**src/rtl/rf_write_arbiter_pkg.sv**
```systemverilog
// Shared definitions for the register-file write arbiter: RegDst encodings,
// the $zero register address, the default data width and the grant type.
package rf_write_arbiter_pkg;

  localparam int unsigned DATA_W_DEFAULT = 32;
  localparam int unsigned REG_ADDR_W     = 5;

  localparam logic [1:0] REGDST_RT  = 2'b00;
  localparam logic [1:0] REGDST_RD  = 2'b01;
  localparam logic [1:0] REGDST_SWI = 2'b10;

  localparam logic [REG_ADDR_W-1:0] REG_ZERO = 5'd0;

  // Which requester owns the write port this cycle
  typedef enum logic [1:0] {
    GntIdle,
    GntPipe,
    GntAux
  } grant_e;

  // Pipeline destination select; the unused encoding 2'b11 falls back to rd
  function automatic logic [REG_ADDR_W-1:0] resolve_waddr(
    input logic [1:0]            regdst,
    input logic [REG_ADDR_W-1:0] rt,
    input logic [REG_ADDR_W-1:0] rd,
    input logic [REG_ADDR_W-1:0] swi
  );
    logic [REG_ADDR_W-1:0] addr;
    case (regdst)
      REGDST_RT:  addr = rt;
      REGDST_SWI: addr = swi;
      default:    addr = rd;
    endcase
    return addr;
  endfunction

endpackage

```
**src/rtl/rf_aux_fifo.sv**
```systemverilog
// Small synchronous FIFO holding aux-unit results (address + data) until the
// arbiter grants them the register-file write port.
module rf_aux_fifo #(
  parameter int unsigned DEPTH = 2,
  parameter int unsigned WIDTH = 37
) (
  input  logic                       clk_i,
  input  logic                       rst_ni,
  input  logic                       push_i,
  input  logic                       pop_i,
  input  logic [WIDTH-1:0]           wdata_i,
  output logic [WIDTH-1:0]           rdata_o,
  output logic [$clog2(DEPTH+1)-1:0] count_o,
  output logic                       full_o,
  output logic                       empty_o
);

  localparam int unsigned PtrW = (DEPTH > 1) ? $clog2(DEPTH) : 1;
  localparam int unsigned CntW = $clog2(DEPTH + 1);

  logic [WIDTH-1:0] mem_q [DEPTH];
  logic [PtrW-1:0]  wr_ptr_q, wr_ptr_d;
  logic [PtrW-1:0]  rd_ptr_q, rd_ptr_d;
  logic [CntW-1:0]  count_q, count_d;
  logic             push_ok, pop_ok;

  assign full_o  = (count_q == CntW'(DEPTH));
  assign empty_o = (count_q == '0);
  assign count_o = count_q;
  assign rdata_o = mem_q[rd_ptr_q];

  // Overflow/underflow requests are dropped so the pointers stay consistent
  assign push_ok = push_i && !full_o;
  assign pop_ok  = pop_i && !empty_o;

  // Pointer and occupancy next-state
  always_comb begin
    wr_ptr_d = wr_ptr_q;
    rd_ptr_d = rd_ptr_q;
    count_d  = count_q;
    if (push_ok) begin
      wr_ptr_d = (wr_ptr_q == PtrW'(DEPTH - 1)) ? '0 : wr_ptr_q + PtrW'(1);
    end
    if (pop_ok) begin
      rd_ptr_d = (rd_ptr_q == PtrW'(DEPTH - 1)) ? '0 : rd_ptr_q + PtrW'(1);
    end
    unique case ({push_ok, pop_ok})
      2'b10:   count_d = count_q + CntW'(1);
      2'b01:   count_d = count_q - CntW'(1);
      default: count_d = count_q;
    endcase
  end

  // Pointer and occupancy registers
  always_ff @(posedge clk_i or negedge rst_ni) begin
    if (!rst_ni) begin
      wr_ptr_q <= '0;
      rd_ptr_q <= '0;
      count_q  <= '0;
    end else begin
      wr_ptr_q <= wr_ptr_d;
      rd_ptr_q <= rd_ptr_d;
      count_q  <= count_d;
    end
  end

  // Storage needs no reset: entries are only read while counted as valid
  always_ff @(posedge clk_i) begin
    if (push_ok) begin
      mem_q[wr_ptr_q] <= wdata_i;
    end
  end

endmodule

```
**src/rtl/rf_write_arbiter.sv**
```systemverilog
// Register-file write-port arbiter: pipeline writeback vs. queued aux results,
// with a starvation guard that stalls the pipeline for one pop when the aux
// head has waited too long. Registered write outputs, one cycle after grant.
// Optional statistics counters are enabled with `define RF_WRITE_ARB_STATS_EN.
module rf_write_arbiter
  import rf_write_arbiter_pkg::*;
#(
  parameter int unsigned AUX_DEPTH    = 2,
  parameter int unsigned STARVE_LIMIT = 4,
  parameter int unsigned DATA_W       = DATA_W_DEFAULT
) (
  input  logic              clk_i,
  input  logic              rst_ni,
  input  logic              pipe_wb_valid_i,
  input  logic [1:0]        pipe_regdst_i,
  input  logic [4:0]        pipe_rt_i,
  input  logic [4:0]        pipe_rd_i,
  input  logic [4:0]        swi_reg_i,
  input  logic [DATA_W-1:0] pipe_wdata_i,
  output logic              pipe_stall_o,
  input  logic              aux_valid_i,
  output logic              aux_ready_o,
  input  logic [4:0]        aux_waddr_i,
  input  logic [DATA_W-1:0] aux_wdata_i,
  output logic              rf_we_o,
  output logic [4:0]        rf_waddr_o,
  output logic [DATA_W-1:0] rf_wdata_o,
  output logic              aux_pending_o
`ifdef RF_WRITE_ARB_STATS_EN
  ,
  output logic [15:0]       conflict_cnt_o,
  output logic [15:0]       starve_cnt_o
`endif
);

  localparam int unsigned EntryW  = REG_ADDR_W + DATA_W;
  localparam int unsigned CntW    = $clog2(AUX_DEPTH + 1);
  localparam int unsigned StarveW = $clog2(STARVE_LIMIT + 1);
  localparam logic [StarveW-1:0] StarveLast = StarveW'(STARVE_LIMIT - 1);

  grant_e             grant;
  logic               fifo_push, fifo_pop;
  logic               fifo_full, fifo_empty;
  logic [CntW-1:0]    fifo_count;
  logic [EntryW-1:0]  fifo_head;
  logic [4:0]         head_waddr;
  logic [DATA_W-1:0]  head_wdata;

  logic               starve_flag_q, starve_flag_d;
  logic [StarveW-1:0] wait_cnt_q, wait_cnt_d;

  logic               rf_we_q, rf_we_d;
  logic [4:0]         rf_waddr_q, rf_waddr_d;
  logic [DATA_W-1:0]  rf_wdata_q, rf_wdata_d;

  assign fifo_push = aux_valid_i && aux_ready_o;
  assign fifo_pop  = (grant == GntAux);

  assign {head_waddr, head_wdata} = fifo_head;

  rf_aux_fifo #(
    .DEPTH (AUX_DEPTH),
    .WIDTH (EntryW)
  ) u_aux_fifo (
    .clk_i   (clk_i),
    .rst_ni  (rst_ni),
    .push_i  (fifo_push),
    .pop_i   (fifo_pop),
    .wdata_i ({aux_waddr_i, aux_wdata_i}),
    .rdata_o (fifo_head),
    .count_o (fifo_count),
    .full_o  (fifo_full),
    .empty_o (fifo_empty)
  );

  // Ready comes from the registered count only, so a same-cycle pop never frees a slot
  assign aux_ready_o   = !fifo_full;
  assign aux_pending_o = (fifo_count != '0);
  assign pipe_stall_o  = starve_flag_q;

  // Grant priority: starved aux head, then pipeline, then any queued aux result
  always_comb begin
    grant = GntIdle;
    if (starve_flag_q) begin
      grant = GntAux;
    end else if (pipe_wb_valid_i) begin
      grant = GntPipe;
    end else if (!fifo_empty) begin
      grant = GntAux;
    end
  end

  // Starvation tracking: count cycles the head waits without being popped
  always_comb begin
    wait_cnt_d    = wait_cnt_q;
    starve_flag_d = starve_flag_q;
    if (fifo_pop || fifo_empty) begin
      wait_cnt_d = '0;
    end else begin
      wait_cnt_d = wait_cnt_q + StarveW'(1);
    end
    if (fifo_pop) begin
      starve_flag_d = 1'b0;
    end else if (!fifo_empty && (wait_cnt_q == StarveLast)) begin
      starve_flag_d = 1'b1;
    end
  end

  // Starvation state registers
  always_ff @(posedge clk_i or negedge rst_ni) begin
    if (!rst_ni) begin
      wait_cnt_q    <= '0;
      starve_flag_q <= 1'b0;
    end else begin
      wait_cnt_q    <= wait_cnt_d;
      starve_flag_q <= starve_flag_d;
    end
  end

  // Write-port next-state; a granted write to $zero is consumed but not enabled
  always_comb begin
    rf_we_d    = 1'b0;
    rf_waddr_d = rf_waddr_q;
    rf_wdata_d = rf_wdata_q;
    unique case (grant)
      GntPipe: begin
        rf_waddr_d = resolve_waddr(pipe_regdst_i, pipe_rt_i, pipe_rd_i, swi_reg_i);
        rf_wdata_d = pipe_wdata_i;
        rf_we_d    = (rf_waddr_d != REG_ZERO);
      end
      GntAux: begin
        rf_waddr_d = head_waddr;
        rf_wdata_d = head_wdata;
        rf_we_d    = (rf_waddr_d != REG_ZERO);
      end
      default: ;
    endcase
  end

  // Registered write port
  always_ff @(posedge clk_i or negedge rst_ni) begin
    if (!rst_ni) begin
      rf_we_q    <= 1'b0;
      rf_waddr_q <= '0;
      rf_wdata_q <= '0;
    end else begin
      rf_we_q    <= rf_we_d;
      rf_waddr_q <= rf_waddr_d;
      rf_wdata_q <= rf_wdata_d;
    end
  end

  assign rf_we_o    = rf_we_q;
  assign rf_waddr_o = rf_waddr_q;
  assign rf_wdata_o = rf_wdata_q;

`ifdef RF_WRITE_ARB_STATS_EN
  logic [15:0] conflict_cnt_q;
  logic [15:0] starve_cnt_q;

  // Saturating event counters: pipeline/queue contention and stall cycles
  always_ff @(posedge clk_i or negedge rst_ni) begin
    if (!rst_ni) begin
      conflict_cnt_q <= '0;
      starve_cnt_q   <= '0;
    end else begin
      if (pipe_wb_valid_i && !fifo_empty && (conflict_cnt_q != 16'hFFFF)) begin
        conflict_cnt_q <= conflict_cnt_q + 16'd1;
      end
      if (starve_flag_q && (starve_cnt_q != 16'hFFFF)) begin
        starve_cnt_q <= starve_cnt_q + 16'd1;
      end
    end
  end

  assign conflict_cnt_o = conflict_cnt_q;
  assign starve_cnt_o   = starve_cnt_q;
`endif

endmodule

```
**config.mk**
```make
export PLATFORM = sky130hd
export DESIGN_NAME = rf_write_arbiter
export DESIGN_NICKNAME = d
export VERILOG_FILES = /design/src/rtl/rf_write_arbiter_pkg.sv /design/src/rtl/rf_aux_fifo.sv /design/src/rtl/rf_write_arbiter.sv
export SDC_FILE = /design/constraint.sdc
export NUM_CORES = 1
export LEC_CHECK = 0
export ABC_AREA = 1
export BUFFER_PORTS_ARGS = -buffer_cell sky130_fd_sc_hd__buf_2
export CAP_MARGIN = 20
export CORE_ASPECT_RATIO = 1.75
export CORE_MARGIN = 5
export CORE_UTILIZATION = 25
export DETAILED_ROUTE_END_ITERATION = 8
export GPL_ROUTABILITY_DRIVEN = 0
export PLACE_DENSITY = 0.53
export SYNTH_ARGS = -nofsm -noshare
export SYNTH_HDL_FRONTEND = slang
export SYNTH_SLANG_ARGS = --single-unit
export TNS_END_PERCENT = 100
```
**constraint.sdc**
```tcl
create_clock -name clk_i -period 3.57 [get_ports clk_i]
set_clock_uncertainty 0.2 [all_clocks]
set_input_delay 0.1785 -clock clk_i [delete_from_list [all_inputs] [get_ports clk_i]]
set_output_delay 0.1785 -clock clk_i [all_outputs]
set_load 0.005 [all_outputs]
```
Word-level counts from Yosys, hierarchy flattened
Memory sizes are Yosys's and may differ from the RTL's. Index checks and enable logic that the tools add are counted.

Flip-flop bits (word level): 46. Logic and storage cells: 52. Memories: 1. Output and inout port bits: 41. Memory bits (writable): 74. Bits of input ports: 90.

Memories: u_aux_fifo.mem_q (depth 2, width 37, rd ports 1, clocked after memory_dff 0, wr ports 1, RTL line rf_aux_fifo.sv:21) `logic [WIDTH-1:0] mem_q [DEPTH];`.

Muxes and demuxes: 16. Add/sub/neg operators: 5. Reductions and logical operators: 15. Eq/ne operators: 7.

Operators by type and width (number): $pmux W32 S2 (1); $pmux W5 S2 (2); $reduce_bool A5 Y1 (2); $eq A2 B2 Y1 const B (4); $reduce_bool A2 Y1 (4); $mux W1 (6); $mux W2 (3); $mux W5 (1); $eq A2 B1 Y1 const B (2); $logic_and A1 B1 Y1 (4); $logic_not A2 Y1 (2); $pmux W2 S2 (1); $add A3 B1 Y3 const B (1); $eq A3 B2 Y1 const B (1); $mux W3 (1); $add A1 B1 Y1 const B (2); $add A2 B1 Y2 const B (1); $logic_not A1 Y1 (2); $pmux W1 S2 (1); $sub A2 B1 Y2 const B (1); $logic_or A1 B1 Y1 (1).

Depth between registers and ports, before layout
Depth after elaboration: 8. Gate-level depth with buffers: 9. Gate-level depth less buffers: 8.

By module
From an unflattened synthesis, not the netlist that was laid out.

Cells, all modules: 463. Area total of the unflattened synthesis: 5053.6 sq um.

By module, submodules not included: rf_aux_fifo (cells an instance 226, area an instance 2939.1 sq um, instances 1, sequential area each 2322.2 sq um); rf_write_arbiter (cells an instance 237, area an instance 2114.5 sq um, instances 1, sequential area each 1051.0 sq um).

Least setup slack after synthesis
OpenSTA, ideal clock, no wires.

Path kind: reg-to-reg. Start: reg u_aux_fifo.count_q[1] (netlist: u_aux_fifo.count_o[1]). End: mem u_aux_fifo.mem_q[1][0] (enable). Clock period less this slack: 2906 ps. Path slack: 664 ps. Buffers on the path: 0. Stages on the path, launching flop included: 5. Arrival time: 2274 ps. Required time: 2937 ps. Cell sequence: dfrtp_1 > inv_1 > or2_2 > nand2_1 > nor2_1.

Word-level cells in the longest chain between the ends: 6.

RTL lines: from (decl) (RTL line rf_aux_fifo.sv:24) `logic [CntW-1:0] count_q, count_d;`; from (signal assigned) (RTL line rf_aux_fifo.sv:63) `count_q <= count_d;`; $eq A2 B2 Y1 * (RTL line rf_aux_fifo.sv:27) `assign full_o = (count_q == CntW'(DEPTH));`; $logic_not A1 Y1 * (RTL line rf_write_arbiter.sv:77) `assign aux_ready_o = !fifo_full;`; via aux_ready_o (RTL line rf_write_arbiter.sv:22) `output logic aux_ready_o,`; $logic_and A1 B1 Y1 (RTL line rf_write_arbiter.sv:56) `assign fifo_push = aux_valid_i && aux_ready_o;`; $logic_and A1 B1 Y1 * (RTL line rf_aux_fifo.sv:33) `assign push_ok = push_i && !full_o;`; $mux W1 * (RTL line rf_aux_fifo.sv:69) `if (push_ok) begin`; $mux W1 (implied by the code) * (RTL line rf_aux_fifo.sv:70) `mem_q[wr_ptr_q] <= wdata_i;`; to (decl) (RTL line rf_aux_fifo.sv:21).

Mark *: on every way through the listed nets, which the timed path passes. The rest lies on a longest branch.

Worst setup path in the final report
Start: reg u_aux_fifo.count_q[0] (netlist: u_aux_fifo.count_o[0]). End: reg rf_wdata_q[11] (netlist: rf_wdata_o[11]).

Word-level cells in the longest chain between the ends: 6. Elaborated cells on any way between the ends: 8. Classes of those cells: 2 x eq/ne; 4 x mux; 2 x reduce/logical.

RTL lines: $logic_not A2 Y1 * (RTL line rf_aux_fifo.sv:28) `assign empty_o = (count_q == '0);`; $mux W2 * (RTL line rf_write_arbiter.sv:88) `end else if (!fifo_empty) begin`; $mux W2 * (RTL line rf_write_arbiter.sv:86) `end else if (pipe_wb_valid_i) begin`; $mux W2 * (RTL line rf_write_arbiter.sv:84) `if (starve_flag_q) begin`; $eq A2 B2 Y1 / $eq A2 B1 Y1 (equally long branches) (RTL line rf_write_arbiter.sv:125) `unique case (grant)`; $pmux W32 S2 / $reduce_bool A2 Y1 (equally long branches); to (signal assigned) (RTL line rf_write_arbiter.sv:149) `rf_wdata_q <= rf_wdata_d;`; to (decl) (RTL line rf_write_arbiter.sv:54) `logic [DATA_W-1:0] rf_wdata_q, rf_wdata_d;`.

Every way passes the cells marked *; elsewhere a longest branch is shown, timed or not. A chain may end at the register's enable or synchronous reset.

==> flow_summary.json <==
{
  "status": "finished, final reports clean",
  "combinationalPowerShare_pct": 31.4,
  "slew_violations": 0,
  "routed_wirelength_mm": 14.4,
  "rr_startpoint": "u_aux_fifo.count_o[0]$_DFFE_PN0P_",
  "ys_ff_latch": 120,
  "synth_cells": 436,
  "syn_nets": 529,
  "ir_drop_uv": 258,
  "cts_root_buffer": "clkbuf_16",
  "power_density_nw_per_um2": 758,
  "p_clk_share_pct": 31.0,
  "max_freq_mhz": 376,
  "setup_violations": 0,
  "fin_setup_tns_ns": 0,
  "ctsHoldBuffers": 95,
  "fp.coreArea_um2": 20200,
  "r2r_cells": 7,
  "intPower_mw": 3.86,
  "tritoncts": "done",
  "max-slew-margin-rel_pct": 52.3,
  "dr_total_vias": 4013,
  "cts_resized": 0,
  "nets": 759,
  "crit_path_end": "rf_wdata_o[11]$_DFFE_PN0P_",
  "grt_usage_pct": 12.5,
  "die_area_um2": 23500,
  "cp-startpoint": "u_aux_fifo.count_o[0]$_DFFE_PN0P_",
  "tightest_slew_ns": 0.714,
  "wl_per_cell_um": 15.5,
  "crit_path_start_kind": "flip-flop",
  "antenna_found_initial": 0,
  "cts_setup_buffers": 0,
  "maxCapViolations": 0,
  "placementRows": 69,
  "p_leak_nw": 3.15,
  "ant_nets": 0,
  "seqPwrFrac_pct": 37.6,
  "die_x_um": 118,
  "p_sw_share_pct": 32.4,
  "reg2reg_slack_ns": 0.91,
  "path_class": "reg -> reg",
  "cp-end-kind": "flip-flop",
  "synth.distinct_cells": 30,
  "postLayoutCellArea_um2": 7540,
  "layout_min_cycle_time_ns": 2.66,
  "start_util_pct": 25.3,
  "p_switching_mw": 1.85,
  "grt_pass1_vias": 4332,
  "hold_class": "in -> reg",
  "place_area_um2": 5960,
  "viasPerCell": 4.33,
  "crit_required_ns": 3.66,
  "hold_viol_final": 0,
  "yosysSeqAreaShare_pct": 66.1,
  "place_inst": 799,
  "min_path_cells": 7,
  "die_h_um": 199,
  "area_delta_synth_final_pct": 47.9,
  "worstSkewPairLatency_ns": 0.41,
  "hold_ws_ns": 0.0189,
  "gr-total-overflow": 0,
  "syn_area_um2": 5100,
  "ctsHtreeMaxLevel": 4,
  "drive_gt1_share_pct": 32.8,
  "hpwl_mm": 9.84,
  "grt_max_degree": 52,
  "cts-buffers-inserted": 17,
  "drc": 0,
  "clk_pin_slew_ns": 0.06,
  "rsz0062_at_grt": "false",
  "numPortBuffers": 130,
  "num_io_pins": 131,
  "finalNonFillerCells": 927,
  "r2r_end": "rf_wdata_o[11]$_DFFE_PN0P_",
  "first_iter_violations": 148,
  "yosysWarnings": 0,
  "fin_crit_sh_pct": 74.5,
  "clock_path_buffers": 2,
  "cp.arrival_ns": 2.75,
  "syn_avg_cell_area_um2": 11.7,
  "grt_pass1_wl_mm": 22.6,
  "firstDrtPassIters": 6,
  "antenna_cells": 0,
  "clock-sinks": 120,
  "crit_path_max_fanout": 20
}
## placed cells by master, fill, tap and decap left out, types with 2 or more instances in the layout
| cell type | n |
|---|---|
| nand2_2 | 2 |
| inv_2 | 3 |
| or2_2 | 4 |
| buf_2 | 130 |
| o211ai_1 | 2 |
| nand2_1 | 100 |
| ha_1 | 3 |
| dlygate4sd3_1 | 95 |
| inv_1 | 10 |
| buf_4 | 5 |
| o211ai_2 | 19 |
| clkinv_4 | 2 |
| clkbuf_16 | 17 |
| nor2_4 | 4 |
| bufinv_16 | 4 |
| a21oi_1 | 4 |
| dfrtp_1 | 45 |
| nor2_1 | 69 |
| clkbuf_1 | 3 |
| xor2_1 | 2 |
| o21ai_0 | 23 |
| edfxtp_1 | 74 |
| o21ai_1 | 5 |
| clkinv_1 | 2 |
| clkinvlp_4 | 4 |
| o21ai_2 | 23 |
| nand3_1 | 16 |
## synth_stat cells
cell,n,area (um2)
nor3_1,1,5.00
o21ai_2,23,201
xnor2_1,1,8.76
nand3_1,16,80.1
inv_1,10,37.5
o211ai_2,19,238
nand2_4,1,11.3
buf_2,8,40.0
a21boi_1,1,7.51
dfrtp_1,46,1150
or2_2,4,25.0
nand2_1,100,375
xor2_1,2,17.5
ha_1,3,37.5
clkinv_1,1,3.75
clkbuf_1,2,7.51
o21ai_1,5,25.0
a21oi_1,4,20.0
nor2_1,71,267
buf_12,4,80.1
edfxtp_1,74,2220
clkbuf_2,1,5.00
buf_4,4,30.0
buf_6,2,22.5
nor2_4,2,22.5
o211ai_1,2,15.0
nand2_2,2,12.5
inv_2,3,11.3
o21ai_0,23,115
nor2_2,1,6.26
## cell families (layout without fill, tap and decap cells)
group	Yosys count	in the layout	share of synthesized area, %
adders and majority gates	3	3	0.736
DFF	120	120	66.1
and+or+nand+nor	198	198	15.8
buffers and inverters	35	278	4.66
xor gates and xnor gates	3	3	0.515
AOI/OAI and AO/OA	77	77	12.2
## worst max-delay path, cell delays in order, from the launching register on
cell,delay [ns]
dfrtp_1,0.45
nor2_4,0.15
nand2_4,0.08
nor2_4,0.44
inv_2,0.40
o211ai_2,0.16
nand2_1,0.08
dlygate4sd3_1,0.56
## final cells by class
cell class                      instances  area, um2
Clock buffer                           20        437
Clock inverter                         12        176
Fill cell                            2026      12700
Inverter                               14       52.6
Multi-Input combinational cell        281       1510
Sequential cell                       120       3370
Tap cell                              248        310
Timing Repair Buffer                  232       1690
## flip-flops by register name (all words and copies together), names as in the netlist
name	count
u_aux_fifo.rd_ptr_q	1
pipe_stall_o	1
rf_wdata_o	32
rf_we_o	1
rf_waddr_o	5
u_aux_fifo.mem_q	74
wait_cnt_q	3
u_aux_fifo.wr_ptr_q	1
u_aux_fifo.count_o	2
## worst min path at each step
stage                 startpoint                    endpoint
floorplan                 rst_ni    pipe_stall_o$_DFFE_PN0P_
global placement          rst_ni  rf_wdata_o[24]$_DFFE_PN0P_
global route        pipe_rd_i[2]           rf_we_o$_DFF_PN0_
CTS                 pipe_rd_i[1]           rf_we_o$_DFF_PN0_
finish              pipe_rd_i[1]           rf_we_o$_DFF_PN0_
detailed placement        rst_ni  rf_wdata_o[25]$_DFFE_PN0P_
## power by group through the flow
stage | registers (mW) | logic (mW) | clock network, mW
floorplan | 2.16 | 1.05 | 0
global placement | 2.17 | 1.57 | 0
detailed placement | 2.18 | 1.63 | 0
CTS | 2.16 | 1.83 | 1.82
global route | 2.19 | 2.01 | 1.89
finish | 2.15 | 1.80 | 1.77
## metrics by stage
stage	utilization (%)	setup slack [ns]	total power [mW]
after floorplan	-	0.664	3.21
after global placement	29.4	1.20	3.74
after detailed placement	29.5	1.14	3.81
after CTS	37.2	0.565	5.80
after global routing	37.3	0.736	6.09
final	37.3	0.909	5.72
## metal layers
metal / GRT usage (%) / vias to the layer above / wire length (um) / share of wire (%)
met4: 6.25 / 0 / 346 / 2.4
met1: 12.5 / 1939 / 5350 / 37
met5: 0 / - / 0 / 0
met3: 3.36 / 18 / 585 / 4.1
met2: 23.5 / 107 / 8100 / 56
li1: - / 1949 / - / -
Power figures use the tool's default switching activity.
